--- src/rtl/load_align_unit.sv ---
// Load alignment unit: fetches one or two memory words, extracts the addressed byte/half/word and extends it.
// Optional macro LOAD_ALIGN_MISALIGNED_EN enables word-crossing loads; without it they fault.
module load_align_unit #(
    parameter int ADDR_WIDTH = 32,
    parameter int TAG_WIDTH  = 5
) (
    input  logic                  clk,
    input  logic                  rst,
    input  logic                  req_valid,
    output logic                  req_ready,
    input  logic [2:0]            req_funct3,
    input  logic [ADDR_WIDTH-1:0] req_addr,
    input  logic [TAG_WIDTH-1:0]  req_tag,
    output logic                  mem_re,
    output logic [ADDR_WIDTH-1:0] mem_addr,
    input  logic [31:0]           mem_rdata,
    output logic                  rsp_valid,
    input  logic                  rsp_ready,
    output logic [31:0]           rsp_data,
    output logic [TAG_WIDTH-1:0]  rsp_tag,
    output logic                  rsp_fault
);

    typedef enum logic [2:0] {IDLE, RD0, RD1, WAIT1, RESP} state_t;

    localparam logic [ADDR_WIDTH-3:0] WORD_ONE = (ADDR_WIDTH-2)'(1);

    state_t                  state_reg;
    logic [2:0]              funct3_reg;
    logic [ADDR_WIDTH-1:0]   addr_reg;
    logic [TAG_WIDTH-1:0]    tag_reg;
    logic [31:0]             word0_reg;
    logic                    mem_re_reg;
    logic [ADDR_WIDTH-1:0]   mem_addr_reg;
    logic                    rsp_valid_reg;
    logic [31:0]             rsp_data_reg;
    logic [TAG_WIDTH-1:0]    rsp_tag_reg;
    logic                    rsp_fault_reg;

    function automatic logic is_illegal(input logic [2:0] f3);
        return (f3 == 3'b011) || (f3 == 3'b110) || (f3 == 3'b111);
    endfunction

    function automatic logic needs_split(input logic [2:0] f3, input logic [1:0] off);
        return ((f3 == 3'b001 || f3 == 3'b101) && off == 2'd3) ||
               (f3 == 3'b010 && off != 2'd0);
    endfunction

    // w1 only ever contributes its low three bytes, since at most three bytes spill into the second word
    function automatic logic [31:0] align_load(input logic [2:0]  f3,
                                               input logic [1:0]  off,
                                               input logic [23:0] w1,
                                               input logic [31:0] w0);
        logic [31:0] w;
        logic [31:0] r;
        w = w0;
        r = 32'd0;
        case (off)
            2'd1:    w = {w1[7:0],  w0[31:8]};
            2'd2:    w = {w1[15:0], w0[31:16]};
            2'd3:    w = {w1[23:0], w0[31:24]};
            default: w = w0;
        endcase
        case (f3)
            3'b000:  r = {{24{w[7]}}, w[7:0]};
            3'b001:  r = {{16{w[15]}}, w[15:0]};
            3'b010:  r = w;
            3'b100:  r = {24'd0, w[7:0]};
            3'b101:  r = {16'd0, w[15:0]};
            default: r = 32'd0;
        endcase
        return r;
    endfunction

    logic                  req_fault;
    logic                  cur_split;
    logic [ADDR_WIDTH-1:0] word1_addr;

`ifdef LOAD_ALIGN_MISALIGNED_EN
    assign req_fault = is_illegal(req_funct3);
`else
    // Without the split path, any load that would cross a word boundary is rejected up front
    assign req_fault = is_illegal(req_funct3) || needs_split(req_funct3, req_addr[1:0]);
`endif

    assign cur_split  = needs_split(funct3_reg, addr_reg[1:0]);
    assign word1_addr = {addr_reg[ADDR_WIDTH-1:2] + WORD_ONE, 2'b00};

    always_ff @(posedge clk or posedge rst) begin
        if (rst) begin
            state_reg     <= IDLE;
            funct3_reg    <= 3'd0;
            addr_reg      <= '0;
            tag_reg       <= '0;
            word0_reg     <= 32'd0;
            mem_re_reg    <= 1'b0;
            mem_addr_reg  <= '0;
            rsp_valid_reg <= 1'b0;
            rsp_data_reg  <= 32'd0;
            rsp_tag_reg   <= '0;
            rsp_fault_reg <= 1'b0;
        end else begin
            case (state_reg)
                IDLE: begin
                    if (req_valid) begin
                        funct3_reg <= req_funct3;
                        addr_reg   <= req_addr;
                        tag_reg    <= req_tag;
                        if (req_fault) begin
                            state_reg     <= RESP;
                            rsp_valid_reg <= 1'b1;
                            rsp_data_reg  <= 32'd0;
                            rsp_tag_reg   <= req_tag;
                            rsp_fault_reg <= 1'b1;
                        end else begin
                            state_reg    <= RD0;
                            mem_re_reg   <= 1'b1;
                            mem_addr_reg <= {req_addr[ADDR_WIDTH-1:2], 2'b00};
                        end
                    end
                end
                RD0: begin
                    state_reg <= RD1;
                    // The second read is issued while the first word is arriving
                    if (cur_split) begin
                        mem_re_reg   <= 1'b1;
                        mem_addr_reg <= word1_addr;
                    end else begin
                        mem_re_reg   <= 1'b0;
                        mem_addr_reg <= '0;
                    end
                end
                RD1: begin
                    word0_reg    <= mem_rdata;
                    mem_re_reg   <= 1'b0;
                    mem_addr_reg <= '0;
                    if (cur_split) begin
                        state_reg <= WAIT1;
                    end else begin
                        state_reg     <= RESP;
                        rsp_valid_reg <= 1'b1;
                        rsp_data_reg  <= align_load(funct3_reg, addr_reg[1:0], 24'd0, mem_rdata);
                        rsp_tag_reg   <= tag_reg;
                        rsp_fault_reg <= 1'b0;
                    end
                end
                WAIT1: begin
                    state_reg     <= RESP;
                    rsp_valid_reg <= 1'b1;
                    rsp_data_reg  <= align_load(funct3_reg, addr_reg[1:0], mem_rdata[23:0], word0_reg);
                    rsp_tag_reg   <= tag_reg;
                    rsp_fault_reg <= 1'b0;
                end
                RESP: begin
                    if (rsp_ready) begin
                        state_reg     <= IDLE;
                        rsp_valid_reg <= 1'b0;
                    end
                end
                default: state_reg <= IDLE;
            endcase
        end
    end

    assign req_ready = (state_reg == IDLE);
    assign mem_re    = mem_re_reg;
    assign mem_addr  = mem_addr_reg;
    assign rsp_valid = rsp_valid_reg;
    assign rsp_data  = rsp_data_reg;
    assign rsp_tag   = rsp_tag_reg;
    assign rsp_fault = rsp_fault_reg;

endmodule

--- config.mk ---
export PLATFORM = sky130hd
export DESIGN_NAME = load_align_unit
export DESIGN_NICKNAME = d
export VERILOG_FILES = /design/src/rtl/load_align_unit.sv
export SDC_FILE = /design/constraint.sdc
export NUM_CORES = 1
export LEC_CHECK = 0
export ABC_AREA = 1
export CAP_MARGIN = 20
export CORE_ASPECT_RATIO = 1.5
export CORE_MARGIN = 2
export CORE_UTILIZATION = 58
export CTS_CLUSTER_DIAMETER = 100
export DETAILED_ROUTE_END_ITERATION = 7
export HOLD_SLACK_MARGIN = 0.03
export PLACE_DENSITY_LB_ADDON = 0.15
export SYNTH_ARGS = -nofsm -noshare
export SYNTH_HDL_FRONTEND = slang
export SYNTH_SLANG_ARGS = --single-unit
export TNS_END_PERCENT = 50
--- constraint.sdc ---
create_clock -name clk -period 15.5 [get_ports clk]
set_input_delay 3.1 -clock clk [delete_from_list [all_inputs] [get_ports clk]]
set_output_delay 3.1 -clock clk [all_outputs]
set_load 0.005 [all_outputs]
Yosys cells after proc, flatten, opt, wreduce, memory -nomap -nowiden
Cells that the tools add are included.
{"block": "word_totals", "register_bits": 147, "input_bits": 76, "output_inout_bits": 73, "wordCells": 90}
{"block": "classes", "n_addsub": 1, "eq_ne": 23, "muxes": 32, "reduce_logical": 23}
{"op": "$pmux 32 s3", "n": 4}
{"op": "$pmux 32 s5", "n": 2}
{"op": "$mux 32", "n": 6}
{"op": "$add 30x1->30 const B", "n": 1}
{"op": "$eq 3x3->1 const B", "n": 6}
{"op": "$eq 3x2->1 const B", "n": 5}
{"op": "$mux 5", "n": 3}
{"op": "$pmux 3 s5", "n": 1}
{"op": "$pmux 5 s3", "n": 1}
{"op": "$mux 3", "n": 4}
{"op": "$eq 3x1->1 const B", "n": 3}
{"op": "$mux 1", "n": 8}
{"op": "$ne 2x2->1 const B", "n": 4}
{"op": "$logic_or 1x1->1", "n": 7}
{"op": "$eq 2x2->1 const B", "n": 3}
{"op": "$logic_not 3->1", "n": 2}
{"op": "$pmux 1 s3", "n": 2}
{"op": "$reduce_bool 3->1", "n": 2}
{"op": "$reduce_and 5->1", "n": 1}
{"op": "$logic_and 1x1->1", "n": 4}
{"op": "$pmux 1 s4", "n": 1}
{"op": "$reduce_and 2->1", "n": 2}
{"op": "$reduce_and 4->1", "n": 1}
{"op": "$reduce_bool 2->1", "n": 2}
{"op": "other kinds (4)", "n": 4}

Logic depth before layout (Yosys ltp)
Gate-level depths: netlist of the first run.
{"block": "logic_depth", "depth_word": 8, "ltp_mapped": 13, "ltp_nobuf": 11}

Worst setup path after synthesis of the first run
OpenSTA, ideal clock, no wires.
{"block": "synth_path", "path_kind": "input port to flip-flop", "from": "input port mem_rdata[7]", "to": "register rsp_data_reg[16], in the netlist rsp_data[16]", "setup_time_ps": 117, "t_arrival_ps": 3899, "t_required_ps": 15383, "path_slack_ps": 11485, "stages": 8, "path_buffers": 1, "cell_sequence": "or2_2 > nand3_4 > buf_6 > nand3_1 > nand2_1 > nand2_1 > nand2_1 > nand2_1"}
{"block": "synth_via", "elab_chain_cells": 4, "word_cells_on_any_way": 6, "cone_classes": "mux (6)"}
{"element": "start: declaration", "line": "16", "text": "input logic [31:0] mem_rdata,"}
{"element": "$pmux 32 s3", "line": "58", "text": "case (off)"}
{"element": "$pmux 32 s5", "line": "64", "text": "case (f3)"}
{"element": "$mux 32", "line": "137", "text": "if (cur_split) begin"}
{"element": "$pmux 32 s3 *", "line": "103", "text": "case (state_reg)"}
{"element": "end signal: assignment", "line": "142", "text": "rsp_data_reg <= align_load(funct3_reg, addr_reg[1:0], 24'd0, mem_rdata);"}
{"element": "end signal: assignment", "line": "150", "text": "rsp_data_reg <= align_load(funct3_reg, addr_reg[1:0], mem_rdata[23:0], word0_reg);"}
{"element": "end: declaration", "line": "36", "text": "logic [31:0] rsp_data_reg;"}
Every way passes the cells marked *; elsewhere a longest branch is shown, timed or not. The select of a mux whose other input is x is not followed.
A chain may end at the register's enable or synchronous reset.

Final worst setup path of the first run
{"block": "layout_path", "from": "register state_reg[1]", "to": "output port req_ready"}
{"block": "layout_via", "elab_chain_cells": 1}
{"element": "start: declaration", "line": "28", "text": "state_t state_reg;"}
{"element": "start signal: assignment", "line": "91", "text": "state_reg <= IDLE;"}
{"element": "start signal: assignment", "line": "110", "text": "state_reg <= RESP;"}
{"element": "start signal: assignment", "line": "116", "text": "state_reg <= RD0;"}
{"element": "$logic_not 3->1", "line": "165", "text": "assign req_ready = (state_reg == IDLE);"}
{"element": "end: declaration", "line": "10", "text": "output logic req_ready,"}
Every way passes these cells.

==> summary.txt, run 1 <==
Global routing
  – Pin count of the biggest net entering global routing: 80
  – Initial antenna violation count: 0
  – GRT Total Usage: 38.4%
  – Overflow after GRT: 0
  – Vias in the first global route: 9151
  – First-pass GRT wire length: 48400 µm

Detailed routing
  – Final antenna-violating net count: 0
  – Routed vias: 9430
  – DRC: 0
  – Detailed Route Iter0 Violations: 1023
  – Via density: 5.84
  – Wirelength per Cell: 19.0 µm
  – Routed WL: 30800 µm
  – 1st-pass router iterations: 6

Worst setup path
  – Worst R2R Path Depth: 9
  – R2r setup slk: 11.71 ns
  – Kind of critical path: reg2out
  – RR Endpoint: rsp_data[6]$_DFFE_PP0P_
  – Startpoint Class: register
  – Critical path origin: state_reg[1]$_DFFE_PP0P_
  – Crit path max-delay cell type: clkdlybuf4s50_1
  – Arr. time, crit path: 1.89 ns
  – Crit end category: output port
  – Worst r2r src: addr_reg[1]$_DFFE_PP0P_
  – Crit path cell chain: inv_1 > nand2_1 > nor2_2 > clkdlybuf4s50_1
  – Worst path required time: 12.40 ns
  – Delay of the slowest critical-path stage: 0.57 ns
  – Crit Path Max Fanout: 5

Synth
  – Seq/Total Area, Yosys: 40.9%
  – Mapped cell area: 8870 µm²
  – Fraction of synthesis flops using an asynchronous set or reset pin: 100%
  – Yosys warns: 0
  – Most common cell in the synthesized netlist: nand2_1
  – Number of synthesized flops with an enable pin: 0
  – Synth cell count leaders: nand2_1, dfrtp_1, nor2_1, a21oi_1, o21ai_0
  – Post-synth top flop: dfrtp_1
  – Ranking of synthesized cells by area: dfrtp_1, nand2_1, a21oi_1, o21ai_0, nor2_1
  – Cells after Synth: 1296
  – Synthesis-stage register bit count: 145
  – Largest area contributor in the synthesized netlist: dfrtp_1
  – Mapped Avg Cell Area: 6.85 µm²
  – Distinct cells, synth: 40
  – Synth top area share: 40.9%

Cells and area
  – Fraction of layout cells with a size suffix above 1: 6.00%
  – # diodes: 0
  – Seq. cell area: 3630 µm²
  – Filler cells: 1275
  – Area added between synthesis and finish: 23.1%
  – Net count, final: 1482
  – Area of the multi-input gates: 4480 µm²

STA
  – Fin. Hold Viols: 0
  – Post-route setup TNS: 0 ns
  – Final setup vio count: 0
  – Slew @ Worst Pin: 0.999 ns
  – Minimum clock period: 4.99 ns
  – Worst rel slew slack: 33.2%
  – Setup ws final: 10.51 ns
  – Unrepaired setup endpoints after global routing: no
  – FMAX: 0.200 GHz
  – Period utilization: 32.2%
  – Layout Skew: 0.0137 ns
  – Final Max Tran Viols: 0

Clock network
  – Cts hold-fix bufs: 0
  – Clk root buf: clkbuf_16
  – CTS buffer count: 17
  – TritonCTS clock tree: done
  – Worst skew pair latency: 0.43 ns
  – Setup Fix Bufs, Post-CTS: 0
  – Cts repair resizes: 0
  – Clk slew on worst S/H paths: 0.06 ns
  – Clk buf depth: 2
  – Max H-tree Level: 4
  – Clk sinks: 145

Floorplan
  – Chip height: 155 µm
  – # rows: 55
  – Area of the die: 16300 µm²
  – Die W: 105 µm
  – Core area: 15000 µm²
  – Initial core utilization: 59.1%
  – IO Pins: 149

Placement
  – Place WS: 10.33 ns
  – GPL Wtd Cong: 0.972
  – DP Wirelength: 21100 µm
  – IO Port Bufs: 146

Hold path
  – HP Start: rsp_valid$_DFFE_PP0P_
  – Hold path depth: 2
  – Min-delay worst type: reg2reg
  – WHS Endpoint: rsp_valid$_DFFE_PP0P_

Power
  – Worst vdd ir: 149 µV
  – PD cells: 209 nW/µm²
  – Static Leakage: 5.19 nW
  – Pwr Total: 2.28 mW

Run status
  – Status: finished clean

Flow run
  – Max-cap violations: 0
==> cells in the final DEF (no fill, tap or decap), types with 2 or more instances in the layout <==
cell,netlist,final
o221ai_1,2,2
nand3_2,3,3
nand4_1,9,9
or2_2,3,3
inv_6,0,6
conb_1,1,2
o211ai_1,23,23
o21ai_0,97,97
nor2_1,121,121
buf_4,7,6
a21o_1,2,2
clkbuf_16,0,17
nor2_2,4,4
o21bai_1,5,5
bufinv_16,0,3
clkinvlp_4,0,4
nand3_1,79,79
o22ai_1,5,5
xor2_1,4,4
inv_1,95,94
nand2_2,2,3
nor3_1,6,6
dfrtp_1,145,145
a21oi_1,102,102
nor2_4,2,2
mux2_2,13,13
inv_2,9,9
nand2_1,484,483
nand3_4,2,2
xnor2_1,3,3
clkdlybuf4s50_1,0,146
nand2_4,2,2
==> through the flow <==
stage	instances	area [µm²]	hold slack [ns]	util, %
final	1616	10900	0.473	72.8
after global routing	1616	10900	0.498	72.8
after CTS	1614	10900	0.472	72.5
after detailed placement	1583	10300	0.457	68.4
after global placement	1583	10300	0.457	68.4
after floorplan	1297	8880	0.453	-
==> worst max-delay path by stage <==
| stage | end | cells after the start |
|---|---|---|
| after detailed placement | rsp_data[6]$_DFFE_PP0P_ | 9 |
| after global placement | rsp_data[21]$_DFFE_PP0P_ | 3 |
| after floorplan | addr_reg[0]$_DFFE_PP0P_ | 1 |
| final | req_ready | 4 |
| after CTS | req_ready | 4 |
| after global routing | req_ready | 4 |
==> metal layers <==
metal / vias to the layer above / part of all wire, % / track usage, %
li1: 4386 / - / -
met2: 526 / 50 / 67.0
met5: - / 0 / 0
met3: 143 / 7.0 / 5.11
met1: 4375 / 34 / 42.6
met4: 0 / 8.3 / 28.3
==> cell families after synthesis <==
logic type	share of synthesized area, %
flops	40.9
xor+xnor	0.691
other cells	0.0423
fa+ha+maj	0.141
compound gates	14.7
buf+inv	8.66
mux	1.65
simple gates	33.2
==> cell type report <==
class | instances | share of cell area [%]
clock buffer | 18 | 4.02
tap | 199 | 2.28
multi-input combinational | 982 | 41.0
sequential | 145 | 33.2
clock inverter | 13 | 1.60
inverter | 105 | 3.68
timing repair buffer | 154 | 14.2
==> critical path: cells and delay by family, from the launching register on <==
family	cells	cell delay [ns]
buffers and inverters	2	0.67
DFF	1	0.40
and+or+nand+nor	2	0.38
==> where the power goes <==
| part | switching (mW) | internal, mW |
|---|---|---|
| registers | 0.150 | 0.550 |
| clock network | 0.182 | 0.260 |
| logic | 0.712 | 0.430 |
Note: power is estimated with default switching activity, not from simulation.
==> inputs of run 2 (changes only) <==
Settings changed: CORE_UTILIZATION 58 to 49.
Clock period 15.5 ns to 4.25 ns, I/O delays scaled along.
==> run 2 against run 1 <==
Utilization is 11 points lower; global-route usage is 4.9 points lower; final cell count is 1.7% higher; clock skew is 0.0010 ns higher; critical path type is now reg2reg; clock power grew to 3.6 times the previous value; combinational power grew to 3.7 times the previous value; wire length is 2.6% higher; setup slack worse by 9.1 ns; first-iteration DRC count is 25% lower.
==> summary.txt, run 2 (synthesis results as in run 1) <==
Power
  – Static Leakage: 5.22 nW
  – Worst vdd ir: 359 µV
  – Clk pwr share: 19.3%
  – Gate power share: 50.6%
  – Sequential power share: 30.1%
  – Sw Share: 45.7%
  – PD cells: 756 nW/µm²
  – Internal: 4.51 mW
  – P_sw: 3.80 mW

Clock network
  – TritonCTS clock tree: done
  – CTS buffer count: 17
  – Cts repair resizes: 0
  – Clk sinks: 145
  – Clk root buf: clkbuf_16
  – Clk slew on worst S/H paths: 0.06 ns
  – Max H-tree Level: 4
  – Cts hold-fix bufs: 0
  – Setup Fix Bufs, Post-CTS: 0
  – Clk buf depth: 2
  – Worst skew pair latency: 0.44 ns

Run status
  – Status: finished clean

STA
  – Layout Skew: 0.0147 ns
  – Min Hold Slack: 0.478 ns
  – Worst rel slew slack: 34.6%
  – Slew @ Worst Pin: 0.978 ns
  – FMAX: 0.352 GHz
  – Unrepaired setup endpoints after global routing: no
  – Final Max Tran Viols: 0
  – Final setup vio count: 0
  – Period utilization: 66.8%
  – Fin. Hold Viols: 0
  – Minimum clock period: 2.84 ns
  – Post-route setup TNS: 0 ns

Detailed routing
  – 1st-pass router iterations: 8
  – Routed vias: 9406
  – Detailed Route Iter0 Violations: 765
  – DRC: 0
  – Wirelength per Cell: 19.2 µm
  – Routed WL: 31600 µm
  – Via density: 5.72
  – Final antenna-violating net count: 0

Floorplan
  – Chip height: 169 µm
  – Die W: 114 µm
  – # rows: 60
  – Initial core utilization: 49.7%
  – IO Pins: 149
  – Core area: 17900 µm²
  – Area of the die: 19200 µm²

Worst setup path
  – R2r setup slk: 1.41 ns
  – Crit end category: register
  – CP top delay family: simple AND/OR/NAND/NOR gates
  – Worst path required time: 4.62 ns
  – Crit path cell chain: nor2_2 > nand2_1 > inv_1 > a21oi_1 > a21oi_1 > nand2_1 > nand2_1
  – Crit-path most repeated cell: nand2_1
  – Delay of the slowest critical-path stage: 0.69 ns
  – Worst R2R Path Depth: 7
  – Logic depth of the worst path, buffers included: 7
  – Worst setup endpoint: rsp_data[0]$_DFFE_PP0P_
  – RR Endpoint: rsp_data[0]$_DFFE_PP0P_
  – CP bufs+invs: 1
  – Crit Path Max Fanout: 22
  – Worst r2r src: state_reg[2]$_DFFE_PP0P_
  – Arr. time, crit path: 3.21 ns
  – Startpoint Class: register
  – Kind of critical path: reg2reg
  – Crit path max-delay cell type: inv_1
  – Critical path origin: state_reg[2]$_DFFE_PP0P_

Cells and area
  – Filler cells: 1708
  – Seq. cell area: 3630 µm²
  – Fraction of layout cells with a size suffix above 1: 6.52%
  – Area of the multi-input gates: 4480 µm²
  – Net count, final: 1491
  – Most common cell after layout, fill and taps aside: nand2_1
  – # diodes: 0
  – Area added between synthesis and finish: 23.9%
  – Util after Layout: 61.5%
  – Most frequent cells in the layout: nand2_1, clkdlybuf4s50_1, dfrtp_1, nor2_1, a21oi_1

Global routing
  – GRT Total Usage: 33.5%
  – Initial antenna violation count: 0
  – First-pass GRT wire length: 48900 µm
  – Overflow after GRT: 0
  – Vias in the first global route: 9284
  – Pin count of the biggest net entering global routing: 58

Hold path
  – HP Start: rsp_data[14]$_DFFE_PP0P_
  – Min-delay worst type: reg2reg

Placement
  – IO Port Bufs: 146
  – GPL Wtd Cong: 0.959
  – DP Wirelength: 22800 µm

Flow run
  – Max-cap violations: 0
## run 2: cell count changes in the layout (fill, tap and decap cells not counted), sizes merged
cell      delta
clkbuf       +1
inv          -1
clkinvlp     +1
buf          +9
## run 2: layout make-up
cell class / instances / share of cell area (%)
repair buffers: 163 / 14.6
flip-flops and latches: 145 / 33.0
inverters: 105 / 3.64
clock buffers: 19 / 3.94
multi-input cells: 982 / 40.8
clock inverters: 13 / 1.59
well taps: 217 / 2.47
## run 2: worst reg2reg max path: cells and delay by family, from the launching register on
kind            cells  cell delay [ns]
buf+inv             1             0.69
compound gates      2             0.61
simple gates        4             1.02
flops               1             0.45
## run 2: how the worst min path moves through the flow
stage                                     endpoint  slack, ns  cells after the start
after floorplan           word0_reg[0]$_DFFE_PP0P_       0.45                      2
after global placement    rsp_data[14]$_DFFE_PP0P_       0.46                      2
after detailed placement  rsp_data[21]$_DFFE_PP0P_       0.46                      2
after CTS                 rsp_data[21]$_DFFE_PP0P_       0.48                      2
after global routing      rsp_data[19]$_DFFE_PP0P_       0.50                      2
final                     rsp_data[14]$_DFFE_PP0P_       0.48                      2
## run 2: metrics by stage
| step | setup WS (ns) | cells | power [mW] | instance area, µm² |
|---|---|---|---|---|
| floorplan | 1.58 | 1297 | 5.19 | 8880 |
| global placement | 1.44 | 1612 | 6.60 | 10400 |
| detailed placement | 1.40 | 1612 | 6.65 | 10400 |
| CTS | 1.48 | 1644 | 8.28 | 11000 |
| global route | 1.18 | 1644 | 8.92 | 11000 |
| finish | 1.41 | 1644 | 8.32 | 11000 |
## run 2: routing by layer
layer,GRT usage (%),wire [µm]
met1,35.2,10900
met2,59.3,16100
met3,5.05,1870
met4,25.6,2670
met5,0,0
## run 2: power groups by stage
stage | sequential, mW | combinational [mW] | clock, mW
2_1_floorplan | 2.39 | 2.79 | 0
5_1_grt | 2.57 | 4.67 | 1.67
4_1_cts | 2.49 | 4.17 | 1.61
3_5_place_dp | 2.50 | 4.15 | 0
3_3_place_gp | 2.49 | 4.10 | 0
6_report | 2.50 | 4.21 | 1.61
==> inputs of run 3 (changes only) <==
Clock period 4.25 ns to 2.51 ns, I/O delays scaled along.
==> run 3 against run 2 <==
Total power rose by 69%; setup slack got worse by 1.3 ns; clock-buffer cell count did not move; final cell count is 1.5% higher; critical endpoint is now req_ready; final area rose by 1.5%; highest routed layer unchanged.
==> summary.txt, run 3 (synthesis results as in run 1) <==
Clock network
  – Worst skew pair latency: 0.43 ns
  – TritonCTS clock tree: done
  – Cts repair resizes: 0
  – CTS buffer count: 17
  – Clk buf depth: 2
  – Max H-tree Level: 4
  – Cts hold-fix bufs: 0
  – Clk slew on worst S/H paths: 0.06 ns
  – Clk sinks: 145
  – Setup Fix Bufs, Post-CTS: 0
  – Clk root buf: clkbuf_16

Detailed routing
  – Detailed Route Iter0 Violations: 700
  – DR WL met2: 16500 µm
  – Routed WL: 31900 µm
  – Via density: 5.61
  – Final antenna-violating net count: 0
  – DR top layer: met4
  – Routed vias: 9357
  – 1st-pass router iterations: 7
  – DRC: 0
  – Metal3 WL: 1510 µm
  – Wirelength per Cell: 19.1 µm
  – DRT met1 WL: 11400 µm

Cells and area
  – Area of the multi-input gates: 4480 µm²
  – Filler cells: 1683
  – Layout Cells excl Fill: 1669
  – Area added between synthesis and finish: 25.8%
  – # diodes: 0
  – Net count, final: 1516
  – Seq. cell area: 3630 µm²
  – Most common cell after layout, fill and taps aside: nand2_1
  – Fraction of layout cells with a size suffix above 1: 8.13%
  – Most frequent cells in the layout: nand2_1, clkdlybuf4s50_1, dfrtp_1, nor2_1, a21oi_1

STA
  – Final setup vio count: 0
  – Fin. Hold Viols: 0
  – Period utilization: 94.8%
  – Slew @ Worst Pin: 0.701 ns
  – Worst rel slew slack: 53.2%
  – Minimum clock period: 2.38 ns
  – Min Hold Slack: 0.478 ns
  – Final Max Tran Viols: 0
  – Unrepaired setup endpoints after global routing: no
  – Layout Skew: 0.0121 ns
  – FMAX: 0.420 GHz
  – Post-route setup TNS: 0 ns

Worst setup path
  – Delay of the slowest critical-path stage: 0.57 ns
  – Arr. time, crit path: 1.88 ns
  – Crit Path Max Fanout: 5
  – Crit path cell chain: inv_2 > nand2_1 > nor2_2 > clkdlybuf4s50_1
  – Worst path required time: 2.01 ns
  – Startpoint Class: register
  – Kind of critical path: reg2out
  – Crit path max-delay cell type: clkdlybuf4s50_1
  – Crit end category: output port

Global routing
  – Initial antenna violation count: 0
  – Pin count of the biggest net entering global routing: 40
  – Vias in the first global route: 9101
  – GRT Total Usage: 33.9%
  – Overflow after GRT: 0
  – First-pass GRT wire length: 49300 µm

Floorplan
  – # rows: 60
  – Chip height: 169 µm
  – Initial core utilization: 49.7%
  – Area of the die: 19200 µm²
  – Core area: 17900 µm²
  – Die W: 114 µm
  – IO Pins: 149

Hold path
  – Min-delay worst type: reg2reg

Power
  – Worst vdd ir: 593 µV
  – Static Leakage: 5.33 nW
  – Pwr Total: 14.1 mW
  – PD cells: 1260 nW/µm²

Placement
  – Placed cell count: 1637
  – GPL Wtd Cong: 1.01
  – IO Port Bufs: 146
  – DP Wirelength: 23600 µm

Flow run
  – Max-cap violations: 0

Run status
  – Status: finished clean
-- run 3: worst paths after layout --
path,from,to,slack [ns],cells past startpoint
max,state_reg[0]$_DFFE_PP0P_,req_ready,0.13,4
min,rsp_data[15]$_DFFE_PP0P_,rsp_data[15]$_DFFE_PP0P_,0.48,2
max reg2reg,addr_reg[1]$_DFFE_PP0P_,rsp_data[0]$_DFFE_PP0P_,0.18,11
min reg2reg,rsp_data[15]$_DFFE_PP0P_,rsp_data[15]$_DFFE_PP0P_,0.48,2
max in group asynchronous,rst,mem_addr[10]$_DFFE_PP0P_,1.28,3
min in group asynchronous,rst,mem_addr[4]$_DFFE_PP0P_,0.53,2
-- run 3: power by group --
group	switching [mW]	internal, mW	leakage [nW]	total (mW)
combinational	4.58	2.87	3.31	7.45
sequential	0.824	3.40	1.77	4.22
clock	1.11	1.28	0.253	2.40
-- run 3: worst max-delay path: cells and delay by family (launching register included) --
| family | cells | cell delay, ns |
|---|---|---|
| DFF | 1 | 0.41 |
| and+or+nand+nor | 2 | 0.39 |
| buffers and inverters | 2 | 0.65 |
-- run 3: cell type report --
cell class	instances	share of cell area, %
flip-flops and latches	145	32.5
clock inverters	13	0.931
repair buffers	188	16.5
multi-input cells	982	40.2
well taps	217	2.43
clock buffers	19	3.88
inverters	105	3.59
-- run 3: metal layers --
layer,track usage [%],vias to the layer above
li1,-,4443
met1,36.5,4445
met2,59.8,362
met3,5.19,107
met4,24.8,0
met5,0,-
-- run 3: per-stage QoR --
stage                     utilization [%]  setup slack, ns  cell area [µm²]
after floorplan                         -            0.189             8880
after global placement               59.5            0.307            10600
after detailed placement             59.5            0.269            10600
after CTS                            62.5            0.133            11200
after global routing                 62.5           0.0568            11200
final                                62.5            0.132            11200
